**src/rtl/peripheral_bus_sequencer.sv**
```systemverilog
`default_nettype none
// ============================================================================
// Module      : peripheral_bus_sequencer
// Description : Arbitrates CPU and DMA requests for the peripheral bus (PIC,
//               PIT, PPI, keyboard I/O ports and the text-VGA memory window)
//               and sequences each access as ADDR -> STROBE -> RECOVER.
//               STROBE lasts W+1 cycles (W = programmable wait states). After
//               that it is extended while bus_ready is low, up to READY_TIMEOUT
//               extension cycles. Read data is captured when STROBE ends, and a
//               one-cycle acknowledge is returned during RECOVER.
// Ports       : clock, reset            - clock, async active-high reset
//               cpu_* / dma_*           - requester interfaces (req/write/io/
//                                         address/wdata in, ack out)
//               read_data               - captured read data (shared)
//               grant_dma, bus_timeout  - DMA ownership, forced-end pulse
//               bus_address, bus_wdata  - peripheral address / write data
//               address_enable_n        - low during CPU-owned transactions
//               io_read_n, io_write_n,
//               memory_read_n,
//               memory_write_n          - active-low registered strobes
//               bus_rdata, bus_rdata_valid, bus_ready - peripheral responses
// Revision    : 1.0 - initial release
// ============================================================================
module peripheral_bus_sequencer #(
    parameter int unsigned IO_WAIT_STATES  = 1,
    parameter int unsigned MEM_WAIT_STATES = 0,
    parameter int unsigned READY_TIMEOUT   = 255
) (
    input  logic        clock,
    input  logic        reset,
    input  logic        cpu_req,
    input  logic        cpu_write,
    input  logic        cpu_io,
    input  logic [19:0] cpu_address,
    input  logic [7:0]  cpu_wdata,
    output logic        cpu_ack,
    input  logic        dma_req,
    input  logic        dma_write,
    input  logic        dma_io,
    input  logic [19:0] dma_address,
    input  logic [7:0]  dma_wdata,
    output logic        dma_ack,
    output logic [7:0]  read_data,
    output logic        grant_dma,
    output logic        bus_timeout,
    output logic [19:0] bus_address,
    output logic [7:0]  bus_wdata,
    output logic        address_enable_n,
    output logic        io_read_n,
    output logic        io_write_n,
    output logic        memory_read_n,
    output logic        memory_write_n,
    input  logic [7:0]  bus_rdata,
    input  logic        bus_rdata_valid,
    input  logic        bus_ready
);

    typedef enum logic [1:0] {
        ST_IDLE    = 2'd0,
        ST_ADDR    = 2'd1,
        ST_STROBE  = 2'd2,
        ST_RECOVER = 2'd3
    } state_t;

    localparam logic [3:0] IO_WAIT_C  = 4'(IO_WAIT_STATES);
    localparam logic [3:0] MEM_WAIT_C = 4'(MEM_WAIT_STATES);
    localparam logic [7:0] TIMEOUT_C  = 8'(READY_TIMEOUT);

    state_t      state_q, state_d;
    logic        owner_dma_q, owner_dma_d;
    logic        write_q, write_d;
    logic        io_q, io_d;
    logic        last_dma_q, last_dma_d;
    logic [3:0]  wait_cnt_q, wait_cnt_d;
    logic [7:0]  tmo_cnt_q, tmo_cnt_d;
    logic [7:0]  read_data_q, read_data_d;
    logic [19:0] bus_address_q, bus_address_d;
    logic [7:0]  bus_wdata_q, bus_wdata_d;
    logic        aen_n_q, aen_n_d;
    logic        io_read_n_q, io_read_n_d;
    logic        io_write_n_q, io_write_n_d;
    logic        mem_read_n_q, mem_read_n_d;
    logic        mem_write_n_q, mem_write_n_d;
    logic        grant_dma_q, grant_dma_d;
    logic        cpu_ack_q, cpu_ack_d;
    logic        dma_ack_q, dma_ack_d;
    logic        timeout_q, timeout_d;

    // DMA wins when it is the only requester, or on a tie when CPU was served last.
    logic pick_dma;
    assign pick_dma = dma_req && (!cpu_req || !last_dma_q);

    always_comb begin
        state_d       = state_q;
        owner_dma_d   = owner_dma_q;
        write_d       = write_q;
        io_d          = io_q;
        last_dma_d    = last_dma_q;
        wait_cnt_d    = wait_cnt_q;
        tmo_cnt_d     = tmo_cnt_q;
        read_data_d   = read_data_q;
        bus_address_d = bus_address_q;
        bus_wdata_d   = bus_wdata_q;
        aen_n_d       = aen_n_q;
        io_read_n_d   = io_read_n_q;
        io_write_n_d  = io_write_n_q;
        mem_read_n_d  = mem_read_n_q;
        mem_write_n_d = mem_write_n_q;
        grant_dma_d   = grant_dma_q;
        cpu_ack_d     = 1'b0;
        dma_ack_d     = 1'b0;
        timeout_d     = 1'b0;

        case (state_q)
            ST_IDLE: begin
                if (cpu_req || dma_req) begin
                    // The output registers double as the latched transaction
                    // fields; they are only reloaded here.
                    owner_dma_d   = pick_dma;
                    last_dma_d    = pick_dma;
                    write_d       = pick_dma ? dma_write   : cpu_write;
                    io_d          = pick_dma ? dma_io      : cpu_io;
                    bus_address_d = pick_dma ? dma_address : cpu_address;
                    bus_wdata_d   = pick_dma ? dma_wdata   : cpu_wdata;
                    aen_n_d       = pick_dma;
                    grant_dma_d   = pick_dma;
                    state_d       = ST_ADDR;
                end
            end

            ST_ADDR: begin
                wait_cnt_d    = io_q ? IO_WAIT_C : MEM_WAIT_C;
                tmo_cnt_d     = 8'd0;
                io_read_n_d   = !( io_q && !write_q);
                io_write_n_d  = !( io_q &&  write_q);
                mem_read_n_d  = !(!io_q && !write_q);
                mem_write_n_d = !(!io_q &&  write_q);
                state_d       = ST_STROBE;
            end

            ST_STROBE: begin
                if (wait_cnt_q != 4'd0) begin
                    wait_cnt_d = wait_cnt_q - 4'd1;
                end else if (bus_ready || (tmo_cnt_q == TIMEOUT_C)) begin
                    // Normal completion, or forced once the extension budget is spent.
                    timeout_d     = !bus_ready;
                    io_read_n_d   = 1'b1;
                    io_write_n_d  = 1'b1;
                    mem_read_n_d  = 1'b1;
                    mem_write_n_d = 1'b1;
                    if (!write_q) begin
                        read_data_d = bus_rdata_valid ? bus_rdata : 8'hFF;
                    end
                    cpu_ack_d = !owner_dma_q;
                    dma_ack_d = owner_dma_q;
                    state_d   = ST_RECOVER;
                end else begin
                    tmo_cnt_d = tmo_cnt_q + 8'd1;
                end
            end

            ST_RECOVER: begin
                aen_n_d     = 1'b1;
                grant_dma_d = 1'b0;
                state_d     = ST_IDLE;
            end

            default: state_d = ST_IDLE;
        endcase
    end

    always_ff @(posedge clock or posedge reset) begin
        if (reset) begin
            state_q       <= ST_IDLE;
            owner_dma_q   <= 1'b0;
            write_q       <= 1'b0;
            io_q          <= 1'b0;
            last_dma_q    <= 1'b0;
            wait_cnt_q    <= 4'd0;
            tmo_cnt_q     <= 8'd0;
            read_data_q   <= 8'd0;
            bus_address_q <= 20'd0;
            bus_wdata_q   <= 8'd0;
            aen_n_q       <= 1'b1;
            io_read_n_q   <= 1'b1;
            io_write_n_q  <= 1'b1;
            mem_read_n_q  <= 1'b1;
            mem_write_n_q <= 1'b1;
            grant_dma_q   <= 1'b0;
            cpu_ack_q     <= 1'b0;
            dma_ack_q     <= 1'b0;
            timeout_q     <= 1'b0;
        end else begin
            state_q       <= state_d;
            owner_dma_q   <= owner_dma_d;
            write_q       <= write_d;
            io_q          <= io_d;
            last_dma_q    <= last_dma_d;
            wait_cnt_q    <= wait_cnt_d;
            tmo_cnt_q     <= tmo_cnt_d;
            read_data_q   <= read_data_d;
            bus_address_q <= bus_address_d;
            bus_wdata_q   <= bus_wdata_d;
            aen_n_q       <= aen_n_d;
            io_read_n_q   <= io_read_n_d;
            io_write_n_q  <= io_write_n_d;
            mem_read_n_q  <= mem_read_n_d;
            mem_write_n_q <= mem_write_n_d;
            grant_dma_q   <= grant_dma_d;
            cpu_ack_q     <= cpu_ack_d;
            dma_ack_q     <= dma_ack_d;
            timeout_q     <= timeout_d;
        end
    end

    assign cpu_ack          = cpu_ack_q;
    assign dma_ack          = dma_ack_q;
    assign read_data        = read_data_q;
    assign grant_dma        = grant_dma_q;
    assign bus_timeout      = timeout_q;
    assign bus_address      = bus_address_q;
    assign bus_wdata        = bus_wdata_q;
    assign address_enable_n = aen_n_q;
    assign io_read_n        = io_read_n_q;
    assign io_write_n       = io_write_n_q;
    assign memory_read_n    = mem_read_n_q;
    assign memory_write_n   = mem_write_n_q;

endmodule
`default_nettype wire

```
**config.mk**
```make
export PLATFORM = sky130hd
export DESIGN_NAME = peripheral_bus_sequencer
export DESIGN_NICKNAME = d
export VERILOG_FILES = /design/src/rtl/peripheral_bus_sequencer.sv
export SDC_FILE = /design/constraint.sdc
export NUM_CORES = 1
export LEC_CHECK = 0
export ABC_AREA = 1
export CAP_MARGIN = 20
export CORE_MARGIN = 5
export CORE_UTILIZATION = 39
export CTS_CLUSTER_SIZE = 8
export DETAILED_ROUTE_END_ITERATION = 8
export PLACE_DENSITY_LB_ADDON = 0.05
export RECOVER_POWER = 25
export SLEW_MARGIN = 25
export SYNTH_ARGS = -nofsm -noshare
export SYNTH_HDL_FRONTEND = slang
export SYNTH_SLANG_ARGS = --single-unit
```
**constraint.sdc**
```tcl
create_clock -name clock -period 2 [get_ports clock]
set_clock_uncertainty 0.1 [all_clocks]
set_input_delay 0.4 -clock clock [delete_from_list [all_inputs] [get_ports clock]]
set_output_delay 0.4 -clock clock [all_outputs]
set_load 0.02 [all_outputs]
```
* Yosys cells after proc, flatten, opt, wreduce, memory -nomap -nowiden
Index checks and enable logic that the tools add are counted.
** Cells by class
- Multiplexer cells :: 33
- Equal/unequal tests :: 9
- Add/subtract/negate cells :: 2
- Reductions and logical operators :: 28
- Bitwise operators :: 2
** Operator list (number)
- 2-to-1 mux 8 bit :: 4
- 2-to-1 mux 20 bit :: 1
- one-hot mux 8 bit (2 select lines) :: 1
- 2-to-1 mux 1 bit :: 15
- one-hot mux 1 bit (2 select lines) :: 6
- != test 2 bit (second input constant) :: 5
- zero test 1 bit :: 9
- AND reduction 3 bit :: 3
- adder 8 x 1 -> 8 bit (second input constant) :: 1
- == test 8 bit (second input constant) :: 1
- one-hot mux 2 bit (4 select lines) :: 1
- one-hot mux 4 bit (2 select lines) :: 1
- 2-to-1 mux 2 bit :: 3
- AND reduction 2 bit :: 3
- logical AND 1 bit :: 5
- == test 2 bit (second input constant) :: 2
- 2-to-1 mux 4 bit :: 1
- AND reduction 4 bit :: 1
- nonzero test 2 bit :: 2
- nonzero test 4 bit :: 1
- subtractor 4 x 1 -> 4 bit (second input constant) :: 1
- logical OR 1 bit :: 3
- == test 2 x 1 -> 1 bit (second input constant) :: 1
- zero test 2 bit :: 1
- inverter 1 bit :: 2
** Word-level totals
- Output and inout port bits :: 45
- Flip-flop bits (word level) :: 62
- Bits of input ports :: 74

* Depth between registers and ports, before layout
Gate-level depths: netlist of run 1.
- Depth after elaboration :: 5
- Mapped depth :: 10

* Worst setup path after synthesis of run 1
OpenSTA, ideal clock, no wires.
- Path kind :: reg-to-reg
- Start :: reg state_q[0]
- End :: reg tmo_cnt_q[7]
- Setup time :: 0.117 ns
- Clock period less this slack :: 1.547 ns
- Path slack :: 0.453 ns
- Stages on the path, launching flop included :: 11
- Arrival time :: 1.331 ns
- Cells stage by stage :: dfrtp_1 inv_1 ha_1 buf_6 nand2_1 nor2_1 nand2_1 nand2_2 clkinv_2 nand2_1 nand2_1
** Between the ends
- Cells in the longest elaborated chain, start to end :: 3
** Ends and longest elaborated chain
- start: declaration :: RTL line 69 : state_t state_q, state_d;
- start signal: assignment :: RTL line 194 : state_q <= state_d;
- == test 2 bit or == test 2 x 1 -> 1 bit (tied branches) :: RTL line 114 : case (state_q)
- != test 2 bit (no source line) or nonzero test 2 bit (tied branches)
- AND reduction 3 bit (no source line)
- end signal: assignment :: RTL line 200 : tmo_cnt_q <= tmo_cnt_d;
- end: declaration :: RTL line 75 : logic [7:0] tmo_cnt_q, tmo_cnt_d;
Several ways; a longest one is shown, not always the timed one.
A chain may end at the register's enable or synchronous reset.

* Worst setup path after layout of run 1
- Start :: reg io_write_n_q, in the netlist io_write_n
- End :: out io_write_n
** RTL lines
- start: declaration :: RTL line 81 : logic io_write_n_q, io_write_n_d;
- start signal: assignment :: RTL line 206 : io_write_n_q <= io_write_n_d;
- end: declaration :: RTL line 50 : output logic io_write_n,
No word-level cell between the ends.

==> flow_summary.ini, run 1 <==
[clock_tree]
cts_setup_buffers = 0
clk_pin_slew_ns = 0.07
cts.root.buffer_cell = clkbuf_8
insertion_delay_ns = 0.34
cts_buffers = 9
clock_path_buffers = 2
cts_sinks = 62
ctsHtreeMaxLevel = 3
tritoncts = built

[detailed_routing]
wirelength_um = 8010
detail_route.iter0.violations = 81
vias = 2765
ant_nets = 0
wire_per_inst_um = 13.6
viasPerCell = 4.69
dr.pass1.iters = 4
route.detailed.drc = 0

[finish]
diodes = 0
fin_nets = 565
area_growth_pct = 50.8
drive_gt1_frac = 0.0963
fillCellCount = 700

[synthesis]
synth_area_leaders = dfrtp_1 (48%), o21ai_0 (12%), nand2_1 (9.3%)
synth.most_common_cell = nand2_1
syn-num-nets = 438
synth-seq-cells = 62
muxShareOfSynthArea = 0
synthAdderAreaFrac = 0.0335
synth_commonest_cells = nand2_1 (74), o21ai_0 (73), dfrtp_1 (57), nor2_1 (53), inv_1 (27)
synth-compound-area-share = 0.167
synth-main-ff-cell = dfrtp_1
synth_top_area_cell = dfrtp_1
synth-simple-area-share = 0.209
synth_area_per_cell_sq_um = 8.40
syn_inst = 356
synth_warnings = 0
synth.lib_cells_used.distinct = 26
synth.cell_area_sq_um = 2990
async_flop_share = 1.00
ys_seq_area_frac = 0.521
synth_top_family_by_area = simple AND/OR/NAND/NOR gates
synth_top_area_share = 0.477
synth_edf_count = 0
synth_xor_area_frac = 0.0117

[timing]
fin_ws_ns = 0.0468
relSlewSlack = 0.407
setup_tns_ns = 0
setup_violations = 0
finalHoldViolCount = 0
fmax_ghz = 0.512
fin_crit_sh = 0.977
min_period_ns = 1.95
rsz0062_at_grt = false
drv_slew = 0
worstMarginPinSlew_ns = 0.885

[die]
initial_core_util = 0.393
core-area_sq_um = 7610
die_y_um = 97.6
ioPinCount = 119
dieWidth_um = 97.6
rows = 32
die_area_sq_um = 9520

[critical_path]
critPathCaptureType = output pin
setup.worst_path.class = flop to output pin
crit_arrival_ns = 1.45
worstPathCellList = clkdlybuf4s50_1
slowest_delay_ns = 0.60
path_buf_inv = 1
crit_fanout = 2
cp_slowest_cell = clkdlybuf4s50_1
worstSetupStartpointType = flop
cp.required_ns = 1.50
crit_family = buffers and inverters

[worst_hold_path]
hp-class = flop to flop

[grt]
grt_pass1_wl_um = 13600
track_usage = 0.176
grt_overflow = 0
antenna_found_initial = 0
grt_max_degree = 32
grt_pass1_vias = 2815

[run_status]
status = complete, no violations

[pwr]
p_leak_nw = 2.00
ir_drop_mv = 0.596
power_density_nw_per_um2 = 1430

[placement]
io_buffers = 118
place.gp.congestion = 0.901
dp_hpwl_um = 6060
pre_cts_slack_ns = 0.106

[job]
max_cap_viol_count = 0
## layout by cell type (no fill, tap or decap), types with 2 or more instances in the layout
| cell type | Yosys | final |
|---|---|---|
| clkinv_2 | 1 | 2 |
| xor2_1 | 2 | 2 |
| nand3_1 | 9 | 9 |
| nand2_2 | 3 | 3 |
| clkbuf_2 | 0 | 2 |
| nand2_1 | 74 | 74 |
| nand3_4 | 2 | 2 |
| buf_4 | 0 | 7 |
| clkbuf_1 | 11 | 6 |
| dfrtp_1 | 57 | 57 |
| ha_1 | 8 | 8 |
| nor2_1 | 53 | 53 |
| o22ai_1 | 6 | 6 |
| xnor2_1 | 2 | 2 |
| dlygate4sd2_1 | 0 | 2 |
| clkdlybuf4s50_1 | 0 | 115 |
| o21ai_2 | 8 | 9 |
| inv_1 | 27 | 26 |
| o21ai_0 | 73 | 73 |
| nor3_1 | 3 | 3 |
| dfstp_2 | 5 | 5 |
| clkbuf_8 | 0 | 10 |
| o21ai_1 | 3 | 2 |
## flip-flops by register name, indices dropped and copies added (netlist names), 2 cells and up
register	cells
bus_address	20
bus_wdata	8
read_data	8
state_q	2
tmo_cnt_q	8
wait_cnt_q	4
## routing by layer
metal  wire (um)  vias to the layer above  part of all wire  global-route usage
met5           0                        -                 0                   0
met4         107                        0             0.013              0.0575
met3         634                        9             0.079              0.0696
met2        3870                       78              0.48               0.287
met1        3400                     1265              0.42               0.213
li1            -                     1413                 -                   -
## final cells by class
cell class	instances	area [sq um]	share of cell area
sequential	62	1560	0.345
timing repair buffer	130	1270	0.281
multi-input combinational	252	1260	0.280
clock buffer	14	153	0.0338
tap	102	128	0.0283
inverter	28	108	0.0238
clock inverter	2	35.0	0.00776
## logic make-up (layout without fill, tap and decap cells)
family / count (synthesis) / count (layout)
and+or+nand+nor: 148 / 148
AOI/OAI and AO/OA: 92 / 92
DFF: 62 / 62
buffers and inverters: 42 / 174
adders and majority gates: 8 / 8
xor gates and xnor gates: 4 / 4
## metrics by stage
step | instances | power (mW) | util | hold WS, ns | instance area (sq um)
finish | 590 | 6.45 | 0.593 | 0.364 | 4510
global route | 590 | 6.97 | 0.593 | 0.389 | 4510
CTS | 590 | 6.54 | 0.595 | 0.327 | 4530
detailed placement | 574 | 5.43 | 0.571 | 0.356 | 4340
global placement | 574 | 5.38 | 0.571 | 0.353 | 4340
floorplan | 356 | 3.99 | - | 0.323 | 3000
## path summary, 6_finish.rpt
check / startpoint / endpoint / slack (ns) / depth (start not counted)
max in group asynchronous: reset / bus_address[15] / 0.47 / 3
worst min register to register: last_dma_q / cpu_ack / 0.36 / 1
worst max register to register: state_q[0] / tmo_cnt_q[7] / 0.23 / 9
worst min-delay path: last_dma_q / cpu_ack / 0.36 / 1
worst max-delay path: io_write_n / io_write_n / 0.05 / 1
min in group asynchronous: reset / read_data[3] / 0.56 / 2
## repair_timing
item | 4_1_cts | 5_1_grt
gates resized for setup | 2 | 0
hold buffers | 0 | 0
setup endpoints to repair | 2 | 0
## power breakdown
part | leakage (nW) | switching, mW | internal (mW)
logic | 1.14 | 1.79 | 1.42
clock network | 0.0947 | 0.473 | 0.611
registers | 0.772 | 0.316 | 1.84
total | 2.00 | 2.58 | 3.87
No activity file was read; power rests on OpenSTA's default activity.
==> run 2: changes to the inputs <==
CTS_BUF_LIST = sky130_fd_sc_hd__clkbuf_16   (was default)
RECOVER_POWER = 50   (was 25)
==> run 2 against run 1 <==
Compared with the run above:
- worst setup slack lost 0.017 ns
- total power grew 5.5%
- utilization up 1.1 points
- register-to-register slack lost 0.02 ns
- critical path type unchanged
- global-route usage is 0.11 points higher
- sequential cell count stayed put
- first-iteration DRC count is 16% higher
- worst hold slack worse by 0.0025 ns
==> flow_summary.ini, run 2 (synthesized netlist as in run 1, its figures left out) <==
[detailed_routing]
route.detailed.drc = 0
vias = 2769
dr.pass1.iters = 4
viasPerCell = 4.69
wirelength_um = 8030
detail_route.iter0.violations = 94
wire_per_inst_um = 13.6
ant_nets = 0

[pwr]
switching_power_mw = 2.62
p_int_mw = 4.18
switching_share = 0.385
sequentialPowerShare = 0.317
p_comb_frac = 0.469
power_mw = 6.80
power_density_nw_per_um2 = 1480
ir_drop_mv = 0.736
p_leak_nw = 2.07
clkPwrFrac = 0.214

[timing]
setup_tns_ns = 0
drv_slew = 0
finalHoldViolCount = 0
setup_violations = 0
min_period_ns = 1.97
rsz0062_at_grt = false
fin_crit_sh = 0.985
worstMarginPinSlew_ns = 0.892
fmax_ghz = 0.507
relSlewSlack = 0.402

[finish]
finalInstanceArea_sq_um = 4590
fin_nets = 565
diodes = 0
area_growth_pct = 53.6
largest_register_ff_count = 20
post-route-util = 0.604
drive_gt1_frac = 0.0902
final_cell_mix = clkdlybuf4s50_1 (109), nand2_1 (74), o21ai_0 (73)
final_common_cell = clkdlybuf4s50_1

[critical_path]
path_buf_inv = 1
crit_arrival_ns = 1.47
worstPathCellList = clkdlybuf4s50_1
cp.required_ns = 1.50
critPathCaptureType = output pin
cp_slowest_cell = clkdlybuf4s50_1
crit_fanout = 2
slowest_delay_ns = 0.61
setup.worst_path.class = flop to output pin
worstSetupStartpointType = flop
crit_family = buffers and inverters

[run_status]
status = complete, no violations

[grt]
track_usage = 0.177
grt_max_degree = 32
grt_pass1_wl_um = 13600
grt_overflow = 0
grt_pass1_vias = 2825
antenna_found_initial = 0

[die]
initial_core_util = 0.393
core-area_sq_um = 7610
dieWidth_um = 97.6
die_area_sq_um = 9520
ioPinCount = 119
rows = 32
die_y_um = 97.6

[clock_tree]
cts_setup_buffers = 0
cts_sinks = 62
clock_path_buffers = 2
cts.root.buffer_cell = clkbuf_16
cts_hold_buf = 0
insertion_delay_ns = 0.32
tritoncts = built
ctsHtreeMaxLevel = 3
cts_buffers = 9
clk_pin_slew_ns = 0.05
cts-resized-gates = 0

[placement]
io_buffers = 118
dp_hpwl_um = 6060
place_area_sq_um = 4340
place.gp.congestion = 0.901

[job]
max_cap_viol_count = 0

[worst_hold_path]
hp-class = flop to flop
==> run 2: layout make-up <==
type / instances / area, sq um
fillers: 691 / 3010
flip-flops and latches: 62 / 1560
repair buffers: 130 / 1260
multi-input cells: 252 / 1260
clock buffers: 9 / 225
well taps: 102 / 128
inverters: 28 / 108
clock inverters: 7 / 53.8
==> run 2: power by group through the flow <==
stage	Combinational (mW)	Sequential (mW)	Clock, mW
detailed placement	3.26	2.17	0
floorplan	1.33	2.65	0
finish	3.19	2.16	1.46
global placement	3.22	2.16	0
CTS	3.28	2.16	1.49
global route	3.56	2.23	1.54
==> run 2: routing by layer <==
layer  vias to the layer above  share of wire  GRT usage  wire length, um
met5                         -              0          0                0
li1                       1416              -          -                -
met4                         0          0.016     0.0628              131
met3                        10          0.079     0.0696              632
met2                        79           0.49      0.289             3950
met1                      1264           0.41      0.213             3320
==> run 2: worst paths after layout <==
path	from	endpoint	slack [ns]	depth (start not counted)
setup / recovery	address_enable_n	address_enable_n	0.03	1
hold / removal	last_dma_q	cpu_ack	0.36	1
setup reg to reg	state_q[0]	tmo_cnt_q[7]	0.21	9
hold reg to reg	last_dma_q	cpu_ack	0.36	1
max in group asynchronous	reset	tmo_cnt_q[0]	0.42	3
min in group asynchronous	reset	read_data[3]	0.58	2
==> run 2: per-stage QoR <==
stage	hold slack [ns]	cells	setup slack (ns)
floorplan	0.323	356	0.453
global placement	0.353	574	0.154
detailed placement	0.356	574	0.106
CTS	0.355	590	0.0115
global route	0.392	590	0.00576
finish	0.362	590	0.0294
